===== src/rtl/vpg_pattern_check.sv =====
// Receive-side checker for the vpg video stream: rebuilds coordinates, measures frame geometry
// and, when VPG_CHECK_PIXELS_EN is defined, compares every active pixel against the colour-scale pattern.
//
// state | meaning
// IDLE  | waiting for the first VS boundary; the leading frame is partial and is not reported
// FRAME | each boundary latches the frame results and restarts the counters
module vpg_pattern_check #(
    parameter int ERR_W = 16
) (
    input  logic             pixel_clk,
    input  logic             reset,
    input  logic             vid_de,
    input  logic             vid_hs,
    input  logic             vid_vs,
    input  logic [7:0]       vid_r,
    input  logic [7:0]       vid_g,
    input  logic [7:0]       vid_b,
    input  logic [11:0]      exp_width,
    input  logic [11:0]      exp_height,
    input  logic             clr_stats,
    output logic             frame_done,
    output logic             frame_ok,
    output logic             locked,
    output logic [11:0]      meas_width,
    output logic [11:0]      meas_height,
    output logic [ERR_W-1:0] pix_err_cnt,
    output logic [ERR_W-1:0] bad_frame_cnt
);

    typedef enum logic {IDLE, FRAME} state_t;

    state_t state_q, state_d;
    logic   de_q, de_prev_q, vs_q, vs_prev_q, clr_q, hs_unused_q;
    logic   bnd_q, latch_d, pass_d, restart;
    logic   de_fall, bnd;
    logic   [11:0] x_cnt_q, y_cnt_q, line_w_q;
    logic   w_incons_q;
    logic   [ERR_W-1:0] err_acc;

    logic             frame_done_q, frame_ok_q, locked_q;
    logic [11:0]      meas_w_q, meas_h_q;
    logic [ERR_W-1:0] pix_err_q, bad_q;

    always_ff @(posedge pixel_clk or posedge reset) begin
        if (reset) begin
            de_q        <= 1'b0;
            de_prev_q   <= 1'b0;
            vs_q        <= 1'b1;
            vs_prev_q   <= 1'b1;
            hs_unused_q <= 1'b1;
            clr_q       <= 1'b0;
            bnd_q       <= 1'b0;
        end else begin
            de_q        <= vid_de;
            de_prev_q   <= de_q;
            vs_q        <= vid_vs;
            vs_prev_q   <= vs_q;
            hs_unused_q <= vid_hs;
            clr_q       <= clr_stats;
            bnd_q       <= bnd & ~clr_q;
        end
    end

    assign bnd     = vs_prev_q & ~vs_q;
    assign de_fall = de_prev_q & ~de_q;
    // Counters restart one cycle after the edge detect, once the pipeline has drained.
    assign restart = bnd_q | clr_q;

    always_ff @(posedge pixel_clk or posedge reset) begin
        if (reset) begin
            x_cnt_q    <= '0;
            y_cnt_q    <= '0;
            line_w_q   <= '0;
            w_incons_q <= 1'b0;
        end else if (restart) begin
            x_cnt_q    <= '0;
            y_cnt_q    <= '0;
            line_w_q   <= '0;
            w_incons_q <= 1'b0;
        end else begin
            if (de_q)
                x_cnt_q <= x_cnt_q + {11'd0, x_cnt_q != 12'hFFF};
            else if (de_fall)
                x_cnt_q <= '0;
            if (de_fall) begin
                line_w_q <= x_cnt_q;
                y_cnt_q  <= y_cnt_q + {11'd0, y_cnt_q != 12'hFFF};
                if (y_cnt_q != 12'd0 && x_cnt_q != line_w_q)
                    w_incons_q <= 1'b1;
            end
        end
    end

`ifdef VPG_CHECK_PIXELS_EN
    logic [7:0]       r_q, g_q, b_q, s;
    logic [11:0]      q_h, half_h, q3_h;
    logic [23:0]      exp_rgb;
    logic             border, mismatch;
    logic [ERR_W-1:0] err_acc_q;

    always_ff @(posedge pixel_clk or posedge reset) begin
        if (reset) begin
            r_q <= '0;
            g_q <= '0;
            b_q <= '0;
        end else begin
            r_q <= vid_r;
            g_q <= vid_g;
            b_q <= vid_b;
        end
    end

    assign s      = x_cnt_q[7:0];
    assign q_h    = exp_height >> 2;
    assign half_h = exp_height >> 1;
    assign q3_h   = q_h + half_h;
    assign border = (x_cnt_q == 12'd0) || (x_cnt_q + 12'd1 == exp_width) ||
                    (y_cnt_q == 12'd0) || (y_cnt_q + 12'd1 == exp_height);

    always_comb begin
        exp_rgb = {s, s, s};
        if (border)
            exp_rgb = 24'hFFFFFF;
        else if (y_cnt_q < q_h)
            exp_rgb = {s, 16'h0000};
        else if (y_cnt_q < half_h)
            exp_rgb = {8'h00, s, 8'h00};
        else if (y_cnt_q < q3_h)
            exp_rgb = {16'h0000, s};
    end

    assign mismatch = de_q && ({r_q, g_q, b_q} != exp_rgb);

    always_ff @(posedge pixel_clk or posedge reset) begin
        if (reset)
            err_acc_q <= '0;
        else if (restart)
            err_acc_q <= '0;
        else if (mismatch && !(&err_acc_q))
            err_acc_q <= err_acc_q + ERR_W'(1);
    end

    assign err_acc = err_acc_q;
`else
    logic rgb_unused;
    assign rgb_unused = ^{vid_r, vid_g, vid_b};
    assign err_acc    = '0;
`endif

    assign pass_d = (err_acc == '0) && (line_w_q == exp_width) &&
                    (y_cnt_q == exp_height) && !w_incons_q;

    always_comb begin
        state_d = state_q;
        latch_d = 1'b0;
        if (clr_q)
            state_d = IDLE;
        else if (bnd_q) begin
            if (state_q == IDLE)
                state_d = FRAME;
            else
                latch_d = 1'b1;
        end
    end

    always_ff @(posedge pixel_clk or posedge reset) begin
        if (reset) begin
            state_q      <= IDLE;
            frame_done_q <= 1'b0;
            frame_ok_q   <= 1'b0;
            locked_q     <= 1'b0;
            meas_w_q     <= '0;
            meas_h_q     <= '0;
            pix_err_q    <= '0;
            bad_q        <= '0;
        end else begin
            state_q      <= state_d;
            frame_done_q <= latch_d;
            if (clr_q) begin
                frame_ok_q <= 1'b0;
                locked_q   <= 1'b0;
                bad_q      <= '0;
            end else if (latch_d) begin
                meas_w_q   <= line_w_q;
                meas_h_q   <= y_cnt_q;
                pix_err_q  <= err_acc;
                frame_ok_q <= pass_d;
                locked_q   <= pass_d & frame_ok_q;
                if (!pass_d && !(&bad_q))
                    bad_q <= bad_q + ERR_W'(1);
            end
        end
    end

    assign frame_done    = frame_done_q;
    assign frame_ok      = frame_ok_q;
    assign locked        = locked_q;
    assign meas_width    = meas_w_q;
    assign meas_height   = meas_h_q;
    assign pix_err_cnt   = pix_err_q;
    assign bad_frame_cnt = bad_q;

endmodule


===== config.mk =====
export PLATFORM = sky130hd
export DESIGN_NAME = vpg_pattern_check
export DESIGN_NICKNAME = d
export VERILOG_FILES = /design/src/rtl/vpg_pattern_check.sv
export SDC_FILE = /design/constraint.sdc
export NUM_CORES = 1
export LEC_CHECK = 0
export ABC_CLOCK_PERIOD_IN_PS = 2800
export CAP_MARGIN = 20
export CORE_ASPECT_RATIO = 2
export CORE_MARGIN = 2
export CORE_UTILIZATION = 45
export DETAILED_ROUTE_END_ITERATION = 10
export PLACE_DENSITY = 0.77
export SLEW_MARGIN = 20
export SYNTH_ARGS = -nofsm -noshare
export SYNTH_HDL_FRONTEND = slang
export SYNTH_SLANG_ARGS = --single-unit
export TNS_END_PERCENT = 30

===== constraint.sdc =====
create_clock -name pixel_clk -period 2.8 [get_ports pixel_clk]
set_input_delay 0.7 -clock pixel_clk [delete_from_list [all_inputs] [get_ports pixel_clk]]
set_output_delay 0.7 -clock pixel_clk [all_outputs]
set_load 0.01 [all_outputs]

==> results.yml, run 1 <==
critical_path:
  worstPathArrival_ns: 2.79
  cp_slowest_cell: "clkdlybuf4s50_1"
  path_class: "in2reg"
  worst_r2r_endpoint: "x_cnt_q[9]$_DFFE_PP0P_"
  worstPathCellList: "clkdlybuf4s50_1, xnor2_1, nand4_1, or3_4, nor4_4, buf_12, nor3_1, mux2_1"
  crit_path_max_incr_delay_ns: 0.51
  critPathCaptureType: "flip-flop"
  cp-startpoint: "exp_height[1]"
  crit_path_end: "bad_frame_cnt[0]$_DFFE_PP0P_"
  crit_required_ns: 3.02
  cp_max_fo: 23
  rr_startpoint: "x_cnt_q[3]$_DFFE_PP0P_"
  r2r.worst_path.cells: 10
  reg2reg_slack_ns: 0.50
  crit_path_start_kind: "input port"
logic_synthesis:
  yosysMostFrequentCell: "dfrtp_1"
  netlist.area_leader.share: 0.4714
  ys_seq_area_frac: 0.4831
  synthCells: 457
  synth_area_mm2: 0.004512
  synth_ff_type: "dfrtp_1"
  syn_avg_cell_area_um2: 9.873
  synthTopCellsByArea: "dfrtp_1 (47%), mux2_2 (6.2%), xor2_1 (6.2%)"
  synthArstFlopShare: 1.000
  yosysWarningCount: 0
  ys_top_cells_by_count: "dfrtp_1 (85), nand2_1 (53), nor2_1 (34)"
  synth_top_cell_by_area: "dfrtp_1"
  synth_edf_count: 0
  ys_ff_latch: 87
  synth_cell_types: 46
clocking:
  cts_root_buf: "clkbuf_16"
  clock_latency_ns: 0.34
  cts_setup_buffers: 0
  clk_pin_slew_ns: 0.06
  numCtsBuffers: 9
  hold_buffers: 0
  clock_sinks: 87
  cts_buffer_depth: 2
  htreeDepth: 3
  ctsResizeCount: 0
  cts_tree: "yes"
global_route:
  first_global_vias: 3478
  grt_overflow: 0
  grt_max_degree: 88
  grt_pass1_wl_um: 16620
  antenna_found_initial: 0
  grt_usage: 0.1978
sta:
  finalCriticalPeriod_ns: 2.574
  worst_slew_pin_slew_ns: 0.6790
  finalHoldViolations: 0
  whs_ns: 0.3679
  max_freq_mhz: 388.6
  setup_violations: 0
  rsz0062_at_grt: "false"
  finClkSkew_ns: 0.007753
  drv_slew: 0
  relSlewSlack: 0.5457
  finalCritPeriodShare: 0.9191
  fin_ws_ns: 0.2264
layout:
  drive_gt1_frac: 0.1229
  diodes: 0
  synthToLayoutAreaGrowth_pct: 25.01
  nNetsFinal: 583
  final_cells: 661
die:
  num_rows: 51
  dieArea_mm2: 0.01089
  io_pins: 113
  placeableCoreArea_mm2: 0.009763
  die_height_um: 145.6
  die_w_um: 74.81
  initial_core_util: 0.4621
placed_design:
  dp_cells: 645
  gp_congestion: 0.8531
  hpwl_um: 7648
  post-place-ws_ns: -0.1110
  io_buffers: 71
min_path:
  hold_class: "reg2reg"
power:
  ir_drop_mv: 0.2797
  p_leak_nw: 2.542
  powerDensity_mw_per_mm2: 478.3
  fin_total_pwr_w: 0.002698
routing:
  vias_per_cell: 5.433
  wirelength_um: 10260
  wl_per_cell_um: 15.53
  num_vias: 3591
  dr.pass1.iters: 4
  drt-initial-drc-count: 338
  ant_nets: 0
  drc: 0
run:
  drv_cap: 0
status:
  outcome: "finished clean"
[power breakdown]
group / leakage (nW) / switching (W) / internal [W] / total, W
sequential: 1.20 / 0.0000236 / 0.00128 / 0.00130
combinational: 1.21 / 0.000110 / 0.0000898 / 0.000200
clock: 0.139 / 0.000502 / 0.000697 / 0.00120
[cells by family (layout without fill, tap and decap cells)]
logic type | Yosys count | count (layout) | share of synthesized area
and+or+nand+nor | 186 | 186 | 0.2094
DFF | 87 | 87 | 0.4831
AOI/OAI and AO/OA | 52 | 52 | 0.07016
buffers and inverters | 49 | 106 | 0.05602
xor gates and xnor gates | 46 | 46 | 0.08930
muxes | 31 | 31 | 0.07737
adders and majority gates | 5 | 5 | 0.01387
other | 1 | 16 | 0.0008311
[sequential cells by signal, indices dropped and copies added, names as in the netlist, 12 cells and up]
signal	flops
meas_width	12
y_cnt_q	12
meas_height	12
line_w_q	12
bad_frame_cnt	16
x_cnt_q	12
[how the worst min path moves through the flow]
stage	from	slack (ns)	end	depth (start not counted)
2_1_floorplan	de_q$_DFF_PP0_	0.35	de_prev_q$_DFF_PP0_	0
3_3_place_gp	vs_q$_DFF_PP1_	0.36	vs_prev_q$_DFF_PP1_	0
3_5_place_dp	vs_q$_DFF_PP1_	0.36	vs_prev_q$_DFF_PP1_	0
4_1_cts	vs_q$_DFF_PP1_	0.37	vs_prev_q$_DFF_PP1_	0
5_1_grt	vs_q$_DFF_PP1_	0.37	vs_prev_q$_DFF_PP1_	0
6_report	vs_q$_DFF_PP1_	0.37	vs_prev_q$_DFF_PP1_	0
[cells in the final DEF (no fill, tap or decap), types with 2 or more instances in the layout]
master | synthesis | layout
mux2_2 | 25 | 25
o21ai_0 | 18 | 18
a21oi_1 | 15 | 15
or3_1 | 5 | 5
nand3_1 | 29 | 29
ha_1 | 5 | 5
nand4_1 | 15 | 15
conb_1 | 1 | 16
o31ai_1 | 7 | 7
xor2_1 | 32 | 32
nand2_1 | 53 | 53
inv_1 | 6 | 5
clkdlybuf4s50_1 | 0 | 71
nor2b_1 | 8 | 8
xnor2_1 | 14 | 14
buf_12 | 0 | 2
and2_1 | 2 | 2
o41ai_1 | 3 | 3
buf_4 | 16 | 11
or2_2 | 4 | 4
clkinvlp_4 | 0 | 3
mux2_1 | 6 | 6
nor4bb_1 | 2 | 2
clkinv_4 | 0 | 2
or4_1 | 6 | 6
dfrtp_1 | 85 | 85
nor3_1 | 6 | 6
and3_1 | 2 | 2
nor4_1 | 13 | 13
dfstp_2 | 2 | 2
clkbuf_16 | 0 | 9
a31oi_1 | 2 | 2
nor2_1 | 34 | 34
[layout make-up]
| cell class | count | area [µm²] |
|---|---|---|
| fillers | 834 | 4123 |
| flip-flops and latches | 87 | 2180 |
| multi-input cells | 336 | 2136 |
| repair buffers | 84 | 833.3 |
| clock buffers | 10 | 229.0 |
| well taps | 132 | 165.2 |
| clock inverters | 6 | 71.32 |
| inverters | 6 | 26.28 |
[metal layers]
layer  vias up  global-route usage  part of all wire
li1       1692                   -                 -
met1      1767              0.2191              0.37
met2       105              0.3500              0.56
met3        27             0.02839             0.034
met4         0              0.1018             0.034
met5         -                   0                 0
[worst max-delay path, delay by kind of cell]
kind	cells	cell delay [ns]
buf+inv	2	0.70
xor+xnor	1	0.13
mux	1	0.33
simple gates	4	0.92
[per-stage QoR]
step	instance area, µm²	setup TNS, ns	utilization
after floorplan	4572	0	-
after global placement	5340	-0.5135	0.5470
after detailed placement	5340	-0.7813	0.5470
after CTS	5640	0	0.5777
after global routing	5640	0	0.5777
final	5640	0	0.5777
(Power assumes the default switching activity.)
==> inputs of run 2 (changes only) <==
Settings changed: ABC_CLOCK_PERIOD_IN_PS 2800 to 2600, CORE_MARGIN 2 to 3, CORE_UTILIZATION 45 to 50, PLACE_DENSITY 0.77 to 0.81.
Clock period 2.8 ns to 2.6 ns, I/O delays scaled along.
==> results.yml, run 2 (synthesis results as in run 1) <==
layout:
  nNetsFinal: 591
  drive_gt1_frac: 0.1397
  final_common_cell: "dfrtp_1"
  fillers: 663
  synthToLayoutAreaGrowth_pct: 26.26
  final_cell_mix: "dfrtp_1 (85), clkdlybuf4s50_1 (71), nand2_1 (53)"
  final_util: 0.6542
  fin_area_mm2: 0.005697
  diodes: 0
  largest_reg_flops: 16
routing:
  dr.pass1.iters: 5
  num_vias: 3673
  wirelength_um: 11070
  ant_nets: 0
  wl_per_cell_um: 17.38
  vias_per_cell: 5.766
  drc: 0
  drt-initial-drc-count: 319
clocking:
  cts_tree: "yes"
  hold_buffers: 0
  htreeDepth: 3
  clock_sinks: 87
  cts_buffer_depth: 2
  numCtsBuffers: 9
  cts_root_buf: "clkbuf_16"
  clk_pin_slew_ns: 0.06
  clock_latency_ns: 0.34
critical_path:
  critPathCaptureType: "flip-flop"
  cp-startpoint: "exp_width[10]"
  crit_path_start_kind: "input port"
  cp_max_fo: 12
  path_class: "in2reg"
  rr_startpoint: "x_cnt_q[3]$_DFFE_PP0P_"
  crit_required_ns: 2.82
  worstPathArrival_ns: 2.75
placed_design:
  place_area_mm2: 0.005360
  hpwl_um: 8108
  post-place-ws_ns: -0.2679
  io_buffers: 71
  gp_congestion: 0.8535
sta:
  setup_violations: 0
  finalCriticalPeriod_ns: 2.533
  relSlewSlack: 0.6398
  drv_slew: 0
  whs_ns: 0.3652
  max_freq_mhz: 394.8
  finClkSkew_ns: 0.006035
  rsz0062_at_grt: "false"
  worst_slew_pin_slew_ns: 0.5383
  finalCritPeriodShare: 0.9742
  fin_ws_ns: 0.06707
  finalHoldViolations: 0
min_path:
  hold_class: "reg2reg"
  hold_path_startpoint: "vs_q$_DFF_PP1_"
power:
  ir_drop_mv: 0.3607
  powerDensity_mw_per_mm2: 532.8
  fin_total_pwr_w: 0.003035
  p_leak_nw: 2.603
die:
  initial_core_util: 0.5181
  io_pins: 113
  num_rows: 48
  die_w_um: 73.17
  die_height_um: 140.3
  placeableCoreArea_mm2: 0.008708
  dieArea_mm2: 0.01027
run:
  drv_cap: 0
status:
  outcome: "finished clean"
global_route:
  grt_overflow: 0
  grt_usage: 0.2291
  antenna_found_initial: 0
  grt_pass1_wl_um: 18190
  first_global_vias: 3768
  grt_max_degree: 32
[run 2: path summary, 6_finish.rpt]
path / to / slack [ns] / cells past startpoint
worst max register to register: x_cnt_q[9]$_DFFE_PP0P_ / 0.29 / 10
min in group asynchronous: x_cnt_q[3]$_DFFE_PP0P_ / 0.66 / 2
worst min register to register: vs_prev_q$_DFF_PP1_ / 0.37 / 0
worst min-delay path: vs_prev_q$_DFF_PP1_ / 0.37 / 0
worst max-delay path: bad_frame_cnt[0]$_DFFE_PP0P_ / 0.07 / 8
max in group asynchronous: bad_frame_cnt[13]$_DFFE_PP0P_ / 1.40 / 3
[run 2: final cells by class]
type                       count  area, µm²  area share
sequential                    87       2180      0.3826
multi-input combinational    336       2140      0.3756
timing repair buffer          92      893.4      0.1568
clock buffer                  11      252.7     0.04437
tap                          100      125.1     0.02196
clock inverter                 5      80.08     0.01406
inverter                       6      26.28    0.004612
[run 2: timing repair]
| item | in CTS | in global routing |
|---|---|---|
| setup endpoints to repair | 0 | 1 |
| setup buffers | 0 | 0 |
| gates resized for setup | 0 | 1 |
[run 2: where the power goes]
group	internal [W]	total, W	leakage, nW	switching [W]
Combinational	0.000107	0.000235	1.25	0.000128
Clock	0.000891	0.00140	0.158	0.000510
Sequential	0.00137	0.00140	1.20	0.0000250
[run 2: metrics by stage]
stage,cells,TNS [ns]
2_1_floorplan,472,0
3_3_place_gp,621,-3.628
3_5_place_dp,621,-3.640
4_1_cts,637,0
5_1_grt,637,0
6_report,637,0
[run 2: layer usage]
| metal | global-route usage | wire length (µm) | up-vias |
|---|---|---|---|
| met1 | 0.2406 | 3887 | 1799 |
| met4 | 0.1138 | 398 | 0 |
| li1 | - | - | 1708 |
| met5 | 0 | 0 | - |
| met2 | 0.4185 | 6330 | 128 |
| met3 | 0.03951 | 456 | 38 |
[run 2: worst max-delay path: stages]
cell and delay [ns]:
clkdlybuf4s50_1 0.48, xnor2_1 0.11, nand4_1 0.15, or3_4 0.40, nor4_4 0.29, buf_4 0.24
nor3_1 0.10, mux2_1 0.32
